File: config.mk
export PLATFORM = sky130hd
export DESIGN_NAME = arb_requester
export DESIGN_NICKNAME = d
export VERILOG_FILES = /design/src/rtl/arb_pkg.sv /design/src/rtl/arb_requester.sv
export SDC_FILE = /design/constraint.sdc
export NUM_CORES = 1
export LEC_CHECK = 0
export CAP_MARGIN = 10
export CORE_MARGIN = 8
export CORE_UTILIZATION = 25
export DETAILED_ROUTE_END_ITERATION = 8
export PLACE_DENSITY_LB_ADDON = 0.3
export SLEW_MARGIN = 10
export SYNTH_ARGS = -nofsm -noshare
export SYNTH_HDL_FRONTEND = slang
export SYNTH_SLANG_ARGS = --single-unit
File: constraint.sdc
create_clock -name clk -period 2.5 [get_ports clk]
set_clock_uncertainty 0.1 [all_clocks]
set_input_delay 0.75 -clock clk [delete_from_list [all_inputs] [get_ports clk]]
set_output_delay 0.75 -clock clk [all_outputs]
set_load 0.02 [all_outputs]
File: src/rtl/arb_pkg.sv
// arb_pkg: shared FSM state encoding and parameter defaults for arb_requester.
package arb_pkg;
    typedef enum logic [1:0] {ST_IDLE, ST_REQ, ST_XFER, ST_RELEASE} state_e;
    localparam int LEN_W_DEF   = 4;
    localparam int TIMEOUT_DEF = 15;
endpackage

File: src/rtl/arb_requester.sv
// arb_requester: client agent that requests a 3-way arbiter and issues one beat per granted cycle.
// Ports: clk/res_n (async active-low), cmd_valid/cmd_len/cmd_ready command handshake,
// abort withdraws an ungranted request, req/grant arbiter handshake,
// beat_valid/beat_idx/done beat stream, busy (not IDLE), wait_timeout grant-wait pulse.
module arb_requester
    import arb_pkg::*;
#(
    parameter int LEN_W   = LEN_W_DEF,
    parameter int TIMEOUT = TIMEOUT_DEF
) (
    input  logic             clk,
    input  logic             res_n,
    input  logic             cmd_valid,
    input  logic [LEN_W-1:0] cmd_len,
    output logic             cmd_ready,
    input  logic             abort,
    output logic             req,
    input  logic             grant,
    output logic             beat_valid,
    output logic [LEN_W-1:0] beat_idx,
    output logic             done,
    output logic             busy,
    output logic             wait_timeout
);
    localparam logic [7:0] TO = 8'(TIMEOUT);
    state_e           state_q, state_d;
    logic [LEN_W-1:0] rem_q, rem_d, idx_q, idx_d;
    logic [7:0]       wait_q, wait_d;
    logic             req_q, last;
    always_comb begin
        state_d    = state_q;
        rem_d      = rem_q;
        idx_d      = idx_q;
        wait_d     = wait_q;
        beat_valid = (state_q == ST_REQ || state_q == ST_XFER) && grant;
        last       = beat_valid && rem_q == '0;
        case (state_q)
            ST_IDLE: if (cmd_valid) begin
                state_d = ST_REQ;
                rem_d   = cmd_len;
                idx_d   = '0;
                wait_d  = '0;
            end
            ST_REQ, ST_XFER:
                if (beat_valid) begin
                    rem_d   = rem_q - LEN_W'(1);
                    idx_d   = idx_q + LEN_W'(1);
                    state_d = last ? ST_RELEASE : ST_XFER;
                end else if (state_q == ST_REQ && abort) state_d = ST_RELEASE;
                else if (state_q == ST_REQ && wait_q != TO) wait_d = wait_q + 8'd1;
            ST_RELEASE: if (!grant) state_d = ST_IDLE;
            default: state_d = ST_IDLE;
        endcase
    end
    always_ff @(posedge clk or negedge res_n) begin
        if (!res_n) begin
            state_q <= ST_IDLE;
            rem_q   <= '0;
            idx_q   <= '0;
            wait_q  <= '0;
            req_q   <= 1'b0;
        end else begin
            state_q <= state_d;
            rem_q   <= rem_d;
            idx_q   <= idx_d;
            wait_q  <= wait_d;
            req_q   <= state_d == ST_REQ || state_d == ST_XFER;
        end
    end
    // Saturated counter stops matching TIMEOUT-1, so the pulse fires only once per wait.
    assign wait_timeout = state_q == ST_REQ && !grant && wait_q == TO - 8'd1;
    assign cmd_ready    = state_q == ST_IDLE;
    assign busy         = state_q != ST_IDLE;
    assign done         = last;
    assign beat_idx     = idx_q;
    assign req          = req_q;
endmodule

== Word level (Yosys, flattened, before mapping) ==
Index checks and enable logic that the tools add are counted.
Operators by class
  $add $sub $neg: 3
  equality and inequality tests: 12
  muxes and demuxes: 17
  reduce and logical (&&, ||, !) cells: 16
Operator list (count)
  2-to-1 mux 8 bit: 4
  2-to-1 mux 4 bit: 4
  one-hot mux 4 bit (2 select lines): 2
  one-hot mux 8 bit (2 select lines): 1
  inequality test 2 bit (second input constant): 5
  adder 8 x 1 -> 8 bit (second input constant): 1
  equality test 8 x 4 -> 1 bit (second input constant): 1
  2-to-1 mux 2 bit: 4
  inequality test 8 x 4 -> 1 bit (second input constant): 1
  equality test 2 bit (second input constant): 3
  logical AND 1 bit: 6
  one-hot mux 2 bit (3 select lines): 1
  AND reduction 5 bit: 1
  adder 4 x 1 -> 4 bit (second input constant): 1
  equality test 2 x 1 -> 1 bit (second input constant): 2
  logical NOT 4 bit: 1
  nonzero test 2 bit: 2
  subtractor 4 x 1 -> 4 bit (second input constant): 1
  AND reduction 3 bit: 1
  logical NOT 2 bit: 1
  logical OR 1 bit: 2
  OR reduction 2 bit: 1
  logical NOT 1 bit: 1
  2-to-1 mux 1 bit: 1
Storage, ports and cells
  flip-flop bits (word level): 19
  input bits: 9
  output and inout bits: 10
  logic and storage cells: 53

== Logic depth before layout (Yosys ltp) ==
  word-level depth: 9
  gate-level depth with buffers: 8
  depth with buffers taken out: 6

== Worst setup path before layout ==
Ideal clock, no wire load.
  path type: input-to-output
  start point: input grant
  end point: output wait_timeout
  arrival time: 1.725 ns
  data required time: 1.650 ns
  setup slack: -0.075 ns
  stages on the path: 2
  path through: clkbuf_1 nor4b_1
Between the ends
  word-level cells in the longest chain between the ends: 3
Ends and longest elaborated chain
  from (decl): RTL line arb_requester.sv:18  | input logic grant,
  logical NOT 1 bit: RTL line arb_requester.sv:71  | assign wait_timeout = state_q == ST_REQ && !grant && wait_q == TO - 8'd1;
  logical AND 1 bit (2 in a row): RTL line arb_requester.sv:71
  to (decl): RTL line arb_requester.sv:23  | output logic wait_timeout
No other way between the ends.

== Worst setup path after layout ==
  start point: register state_q[1]
  end point: output beat_valid
Between the ends
  word-level cells in the longest chain between the ends: 3
  elaborated cells on any way between the ends: 4
Ends and longest elaborated chain
  from (decl): RTL line arb_requester.sv:26  | state_e state_q, state_d;
  from (signal assigned): RTL line arb_requester.sv:63  | state_q <= state_d;
  equality test 2 x 1 -> 1 bit or equality test 2 bit (tied branches): RTL line arb_requester.sv:35  | beat_valid = (state_q == ST_REQ || state_q == ST_XFER) && grant;
  logical OR 1 bit *: RTL line arb_requester.sv:35
  logical AND 1 bit *: RTL line arb_requester.sv:35
  to (decl): RTL line arb_requester.sv:19  | output logic beat_valid,
Every way passes the cells marked *; elsewhere a longest branch is shown, timed or not.

==> out/results.tsv <==
stage	metric	value	unit
worst_hold_path	hold_start	rem_q[1]	
synthesis	synth_enable_flop_cells	0	
grt	grt_max_degree	20	
clock_network	cts_root_buffer	sky130_fd_sc_hd__clkbuf_8	
worst_setup_path	worst_r2r_path_depth	9	
timing	worst_pin_slew	0.396	ns
worst_hold_path	min_path_type	reg2reg	
timing	finalHoldViolations	0	
finish	n_antenna_cell	0	
clock_network	cts_buffers	3	
clock_network	clk_pin_slew	0.08	ns
place	place_area	0.00170	sq mm
power	power.leakage	0.000779	uW
worst_setup_path	reg2reg_from	state_q[1]	
timing	min_period_over_period	97.9	%
synthesis	synth_top_cells_by_area	sky130_fd_sc_hd__dfrtp_1 37%, sky130_fd_sc_hd__ha_1 9.8%, sky130_fd_sc_hd__nand2_1 3.8%, sky130_fd_sc_hd__a21oi_1 3.1%, sky130_fd_sc_hd__o21ai_0 2.7%	
synthesis	ys_seq_elements	19	
route	drc_violation_count_after_routing	0	
floorplanning	initial_core_util	25.4	%
place	dpl.hpwl	2400	um
worst_setup_path	reg2reg_slack	0.11	ns
floorplanning	design.die.area	0.00767	sq mm
run	drv.max_cap_violation_count	0	
synthesis	yosysTopAreaCellShare	37.1	%
route	via_count	1172	
synthesis	synthesized_net_count	158	
worst_setup_path	worstPathArrival	1.60	ns
route	dr.first_iter.drc_count	33	
synthesis	async_set_reset_flop_share_out_of_synthesis	100	%
synthesis	synth.top_cells.by_count	19 x sky130_fd_sc_hd__dfrtp_1, 13 x sky130_fd_sc_hd__nand2_1, 10 x sky130_fd_sc_hd__ha_1	
power	power_after_layout	2320	uW
finish	layout.area.seq	475	sq um
worst_setup_path	timing.setup.critical_path_class	reg2out	
floorplanning	core.rowCount	26	
route	drt_first_pass_iters	4	
synthesis	synth-seq-area-share	37.1	%
clock_network	worst_skew_pair.late_latency	0.26	ns
timing	final.min_clock_period	2.45	ns
timing	slew-limit-headroom	73.6	%
finish	stdcell_area	0.00174	sq mm
timing	grt_setup_unrepaired	false	
worst_setup_path	worstPathRequired	1.65	ns
floorplanning	die_w	87.6	um
floorplanning	design.core.area	0.00504	sq mm
floorplanning	pin_count	19	
timing	slew_violations	0	
clock_network	holdBufCountCts	0	
clock_network	clock_path_buffers	2	
worst_setup_path	critical_path_capture_point_type	output pin	
worst_setup_path	regToRegEndpoint	wait_q[4]	
place	gp_congestion	0.731	
grt	grt_pass1_wl	5420	um
grt	number_of_global_route_vias_before_repair	1159	
route	drt-total-wl	3210	um
timing	setup_viol_count_final	0	
power	worst_ir_drop_vdd	0.000715	V
route	drt.antenna.violating_nets	0	
finish	final_layout_size_suffix_gt1_share	21.7	%
place	buffer_ports.inserted	18	
finish	multi_input_combinational_cell_area	758	sq um
synthesis	post-synth-top-area-cell	sky130_fd_sc_hd__dfrtp_1	
grt	grt_antenna_before_repair	0	
worst_setup_path	cp-start-kind	register	
grt	sum_of_overflow_across_all_layers_after_global_routing	0	
synthesis	synth_ff_type	sky130_fd_sc_hd__dfrtp_1	
synthesis	yosys_warnings	0	
synthesis	syn-cell-area	0.00128	sq mm
grt	grt_use_total	8.99	%
route	detailed_route_vias_per_instance	4.69	
synthesis	postSynthAreaPerCell	9.22	sq um
clock_network	clock_sink_count	19	
synthesis	yosysUniqueCellTypes	42	
worst_hold_path	worstHoldPathCells	2	
clock_network	cts_max_level	1	
clock_network	tritoncts_clock_tree	built	
worst_setup_path	critical_path.max_fanout	3	
outcome	status	finished clean	
finish	fillCellCount	539	
timing	max_clock_freq	409	MHz
synthesis	yosys.cell_count.top_type	sky130_fd_sc_hd__dfrtp_1	
floorplanning	die_h	87.6	um
power	cellPowerDensity	1330	mW/mm^2
finish	finalNetCount	200	
worst_hold_path	hold_path_end	rem_q[1]	
finish	synthToLayoutAreaGrowth	35.8	%
route	avgRoutedWirePerCell	12.8	um
synthesis	syn-instance-count	139	
## sequential cells by signal (all words and copies together), names as in the netlist
| register | count |
|---|---|
| wait_q | 8 |
| rem_q | 4 |
| beat_idx | 4 |
| req | 1 |
| state_q | 2 |
## logic make-up (layout without fill, tap and decap cells)
family	count (synthesis)	count (layout)	share of synthesized area (%)
flip-flops	19	19	37.1
multiplexers	5	5	4.39
AND/OR/NAND/NOR	57	57	24.1
buffers and inverters	12	53	4.20
XOR/XNOR	1	1	0.684
AO/OA/AOI/OAI	35	35	19.7
adder cells (fa/ha/maj)	10	10	9.77
## power by group
part	leakage (uW)	switching (uW)	internal, uW
logic	0.000525	771	747
clock network	0.0000228	112	114
registers	0.000232	116	459
total	0.000779	1000	1320
## worst max-delay path, cell delays in order, from the launching register on
cell                              delay (ns)
sky130_fd_sc_hd__dfrtp_1                0.35
sky130_fd_sc_hd__inv_1                  0.06
sky130_fd_sc_hd__buf_4                  0.14
sky130_fd_sc_hd__ha_1                   0.28
sky130_fd_sc_hd__and2_4                 0.14
sky130_fd_sc_hd__buf_4                  0.13
sky130_fd_sc_hd__clkdlybuf4s15_2        0.25
## repair_timing
item	4_1_cts	5_1_grt
setup buffers	1	0
setup endpoints to repair	13	0
gates resized for setup	15	0
## cell usage in the layout (no fill, tap or decap), types with 3 or more instances in the layout
master	synthesis	final
sky130_fd_sc_hd__buf_4	0	24
sky130_fd_sc_hd__dfrtp_1	19	19
sky130_fd_sc_hd__nand2_1	13	13
sky130_fd_sc_hd__clkdlybuf4s50_1	0	12
sky130_fd_sc_hd__ha_1	10	10
sky130_fd_sc_hd__nor2_1	8	8
sky130_fd_sc_hd__a21oi_1	8	8
sky130_fd_sc_hd__inv_1	7	7
sky130_fd_sc_hd__o21ai_0	7	7
sky130_fd_sc_hd__nand3_1	6	6
sky130_fd_sc_hd__nand2b_1	4	4
sky130_fd_sc_hd__nor2b_1	4	4
sky130_fd_sc_hd__or3_1	4	4
sky130_fd_sc_hd__and3_1	3	3
sky130_fd_sc_hd__nor3_1	3	3
sky130_fd_sc_hd__mux2i_1	3	3
sky130_fd_sc_hd__a22o_1	3	3
sky130_fd_sc_hd__o211ai_1	3	3
sky130_fd_sc_hd__clkbuf_8	0	3
sky130_fd_sc_hd__dlygate4sd2_1	0	3
## metal layers
| layer | vias to the layer above | part of all wire, % | global-route usage (%) |
|---|---|---|---|
| li1 | 590 | - | - |
| met1 | 548 | 46 | 10.3 |
| met2 | 28 | 46 | 14.6 |
| met3 | 6 | 6.2 | 3.56 |
| met4 | 0 | 1.9 | 3.75 |
| met5 | - | 0 | 0 |
## through the flow
| step | util (%) | worst slack (ns) | cells | hold WS, ns | TNS (ns) |
|---|---|---|---|---|---|
| after floorplan | - | 0.0532 | 139 | 0.354 | 0 |
| after global placement | 33.7 | -0.642 | 245 | 0.441 | -4.58 |
| after detailed placement | 33.7 | -0.643 | 245 | 0.450 | -4.50 |
| after CTS | 34.5 | 0.0280 | 250 | 0.473 | 0 |
| after global routing | 34.5 | 0.00413 | 250 | 0.498 | 0 |
| final | 34.5 | 0.0524 | 250 | 0.465 | 0 |
## cell type report
type,instances,share of cell area (%)
Timing Repair Buffer,42,20.0
Inverter,7,1.51
Tap cell,70,5.03
Clock buffer,4,2.59
Multi-Input combinational cell,108,43.6
Sequential cell,19,27.3
## worst max path at each step
stage,slack (ns),endpoint,cells past startpoint,startpoint
detailed placement,-0.64,done,4,grant
floorplan,0.05,wait_q[1],8,state_q[0]
global placement,-0.64,done,4,grant
finish,0.05,beat_valid,6,state_q[1]
global route,0.004,beat_valid,6,state_q[1]
CTS,0.03,beat_valid,6,state_q[1]
No activity file was read; power rests on OpenSTA's default activity.
==> edit 1 (same flow settings) <==
The package constant `LEN_W_DEF` goes from 4 to 2.
--- a/src/rtl/arb_pkg.sv
+++ b/src/rtl/arb_pkg.sv
@@ -3,3 +3,3 @@
     typedef enum logic [1:0] {ST_IDLE, ST_REQ, ST_XFER, ST_RELEASE} state_e;
-    localparam int LEN_W_DEF   = 4;
+    localparam int LEN_W_DEF   = 2;
     localparam int TIMEOUT_DEF = 15;
Interface: changed (resized beat_idx and cmd_len); port bits go from 19 to 15. No check against the original RTL was run, so the function may have changed too.
==> edit 1 against the original RTL <==
Final area fell by 19%. Synthesized cell count fell by 19%. Wire length decreased by 15%. Area after synthesis is 19% lower. Fmax increased by 4.0%. Global-route usage increased by 0.21 points. Sequential cell count is 4 lower. Worst setup slack improved by 95 ps. Clock power shrank 9.3%. Total power is 28% lower. First-iteration DRC count is 64% higher. Non-clock buffer count is 9 lower. Critical path depth is 1 lower. Largest cell class unchanged. Largest power group unchanged. Highest routed layer unchanged.
==> edit 1: results (changes against the original RTL) <==
syn_area_per_cell 9.15 um2 (was 9.22 um2); Slew headroom 75.6% (was 73.6%); Lkg Pwr 0.000658 uW (was 0.000779 uW); total gr overflow 0 (unchanged); P_int 937 uW (was 1320 uW); layout cells sized above 1 25.0% (was 21.7%); worst hold path class reg2reg (unchanged); setup repair bufs after CTS 0 (was 1); Fin. Hold Viols 0 (unchanged); sequential share of the synthesized area 36.3% (was 37.1%); Pre-Repair DR Iteration Count 4 (unchanged); asr flop ratio synth 100% (unchanged); largest reg by FF count wait_q (unchanged); Post-CTS Resized 13 (was 15); GRT Overall Usage 9.20% (was 8.99%); Final Setup Violations 0 (unchanged); gpl congestion 0.838 (was 0.731); outcome finished, final reports clean (unchanged); CTS Buf Count 3 (unchanged); worst-path maximum fanout 4 (was 3); global-route wire length before repair 4590 um (was 5420 um); ant diodes 0 (unchanged); per-cell routed wire length 13.8 um (was 12.8 um); vias post-DR 964 (was 1172); final std cells w/o fill 198 (was 250); max FFs per register 8 (unchanged); PortBufs 14 (was 18); Placed Area 1370 um2 (was 1700 um2); synth warn 0 (unchanged); post-detail-place hpwl 2200 um (was 2400 um); Worst-path clk slew 70 ps; clock root buffer clkbuf_8 (unchanged); CTS max path bufs 2 (unchanged); Max VDD drop 0.377 mV (was 0.715 mV); Synth area leaders dfrtp_1 (36%), ha_1 (9.7%), o21ai_0 (4.8%) (was dfrtp_1 (37%), ha_1 (9.8%), nand2_1 (3.8%)); Initial DRC Count 54 (was 33); vias in the first global route 973 (was 1159); placed cell count 194 (was 245); largest net degree at the start of global routing 16 (was 20); Netlist cell types 37 (was 42); prevailing post-synth register cell dfrtp_1 (unchanged); synth cell count leaders dfrtp_1 (15), nand2_1 (11), inv_1 (10), o21ai_0 (10), ha_1 (8) (was dfrtp_1 (19), nand2_1 (13), ha_1 (10)); Syn Nets 128 (was 158); Final #Nets 164 (was 200); Clock Latency Late Sink 260 ps (about the same); fillers 425 (was 539); antenna violations before repair 0 (unchanged); htree depth 1 (unchanged); Critical Path AT 1500 ps (was 1600 ps)
[edit 1: final cells by class]
type,count,share of cell area (%)
clock inverter,1,0.356
timing repair buffer,33,18.9
inverter,11,2.93
sequential,15,26.7
clock buffer,3,2.93
tap,50,4.44
multi-input combinational,85,43.7
[edit 1: worst paths after layout]
path	start	end	slack, ps	depth (start not counted)
setup reg to reg	state_q[0]	wait_q[1]	390	7
hold reg to reg	wait_q[7]	wait_q[7]	460	1
setup / recovery	state_q[0]	done	150	5
hold / removal	wait_q[7]	wait_q[7]	460	1
max in group asynchronous	res_n	wait_q[5]	1400	2
min in group asynchronous	res_n	rem_q[0]	710	2
[edit 1: per-stage QoR]
step	total power, uW	setup WS [ps]	setup TNS (ps)	util, %
6_report	1680	147	0	35.2
5_1_grt	1830	18.2	0	35.2
4_1_cts	1700	5.09	0	35.5
3_5_place_dp	1500	-570	-1670	34.2
3_3_place_gp	1480	-548	-1600	34.2
2_1_floorplan	1090	21.2	0	-
[edit 1: kinds of logic (layout without fill, tap and decap cells)]
| kind of cell | count (synthesis) | after routing | share of synthesized area (%) |
|---|---|---|---|
| AOI/OAI and AO/OA | 32 | 32 | 22.3 |
| xor gates and xnor gates | 1 | 1 | 0.848 |
| adders and majority gates | 8 | 8 | 9.69 |
| buffers and inverters | 13 | 48 | 4.96 |
| DFF | 15 | 15 | 36.3 |
| muxes | 5 | 5 | 7.02 |
| and+or+nand+nor | 39 | 39 | 18.9 |
[edit 1: critical path, stage by stage, from the launching register on]
cell and delay, ps:
dfrtp_1 380, inv_1 70, ha_2 370, nand3_1 110
inv_1 60, clkdlybuf4s15_2 250
[edit 1: per-layer routing]
metal	vias to the layer above	GRT usage (%)	share of wire, %
met5	-	0	0
met4	0	3.09	0.92
met3	4	3.13	6.4
met2	16	15.4	49
met1	467	10.6	43
li1	477	-	-
[edit 1: power by group through the flow]
stage	Combinational, uW	Clock, uW	Sequential [uW]
after CTS	1080	213	405
after floorplan	658	0	429
final	1070	205	405
after global placement	1080	0	402
after detailed placement	1090	0	410
after global routing	1190	225	416
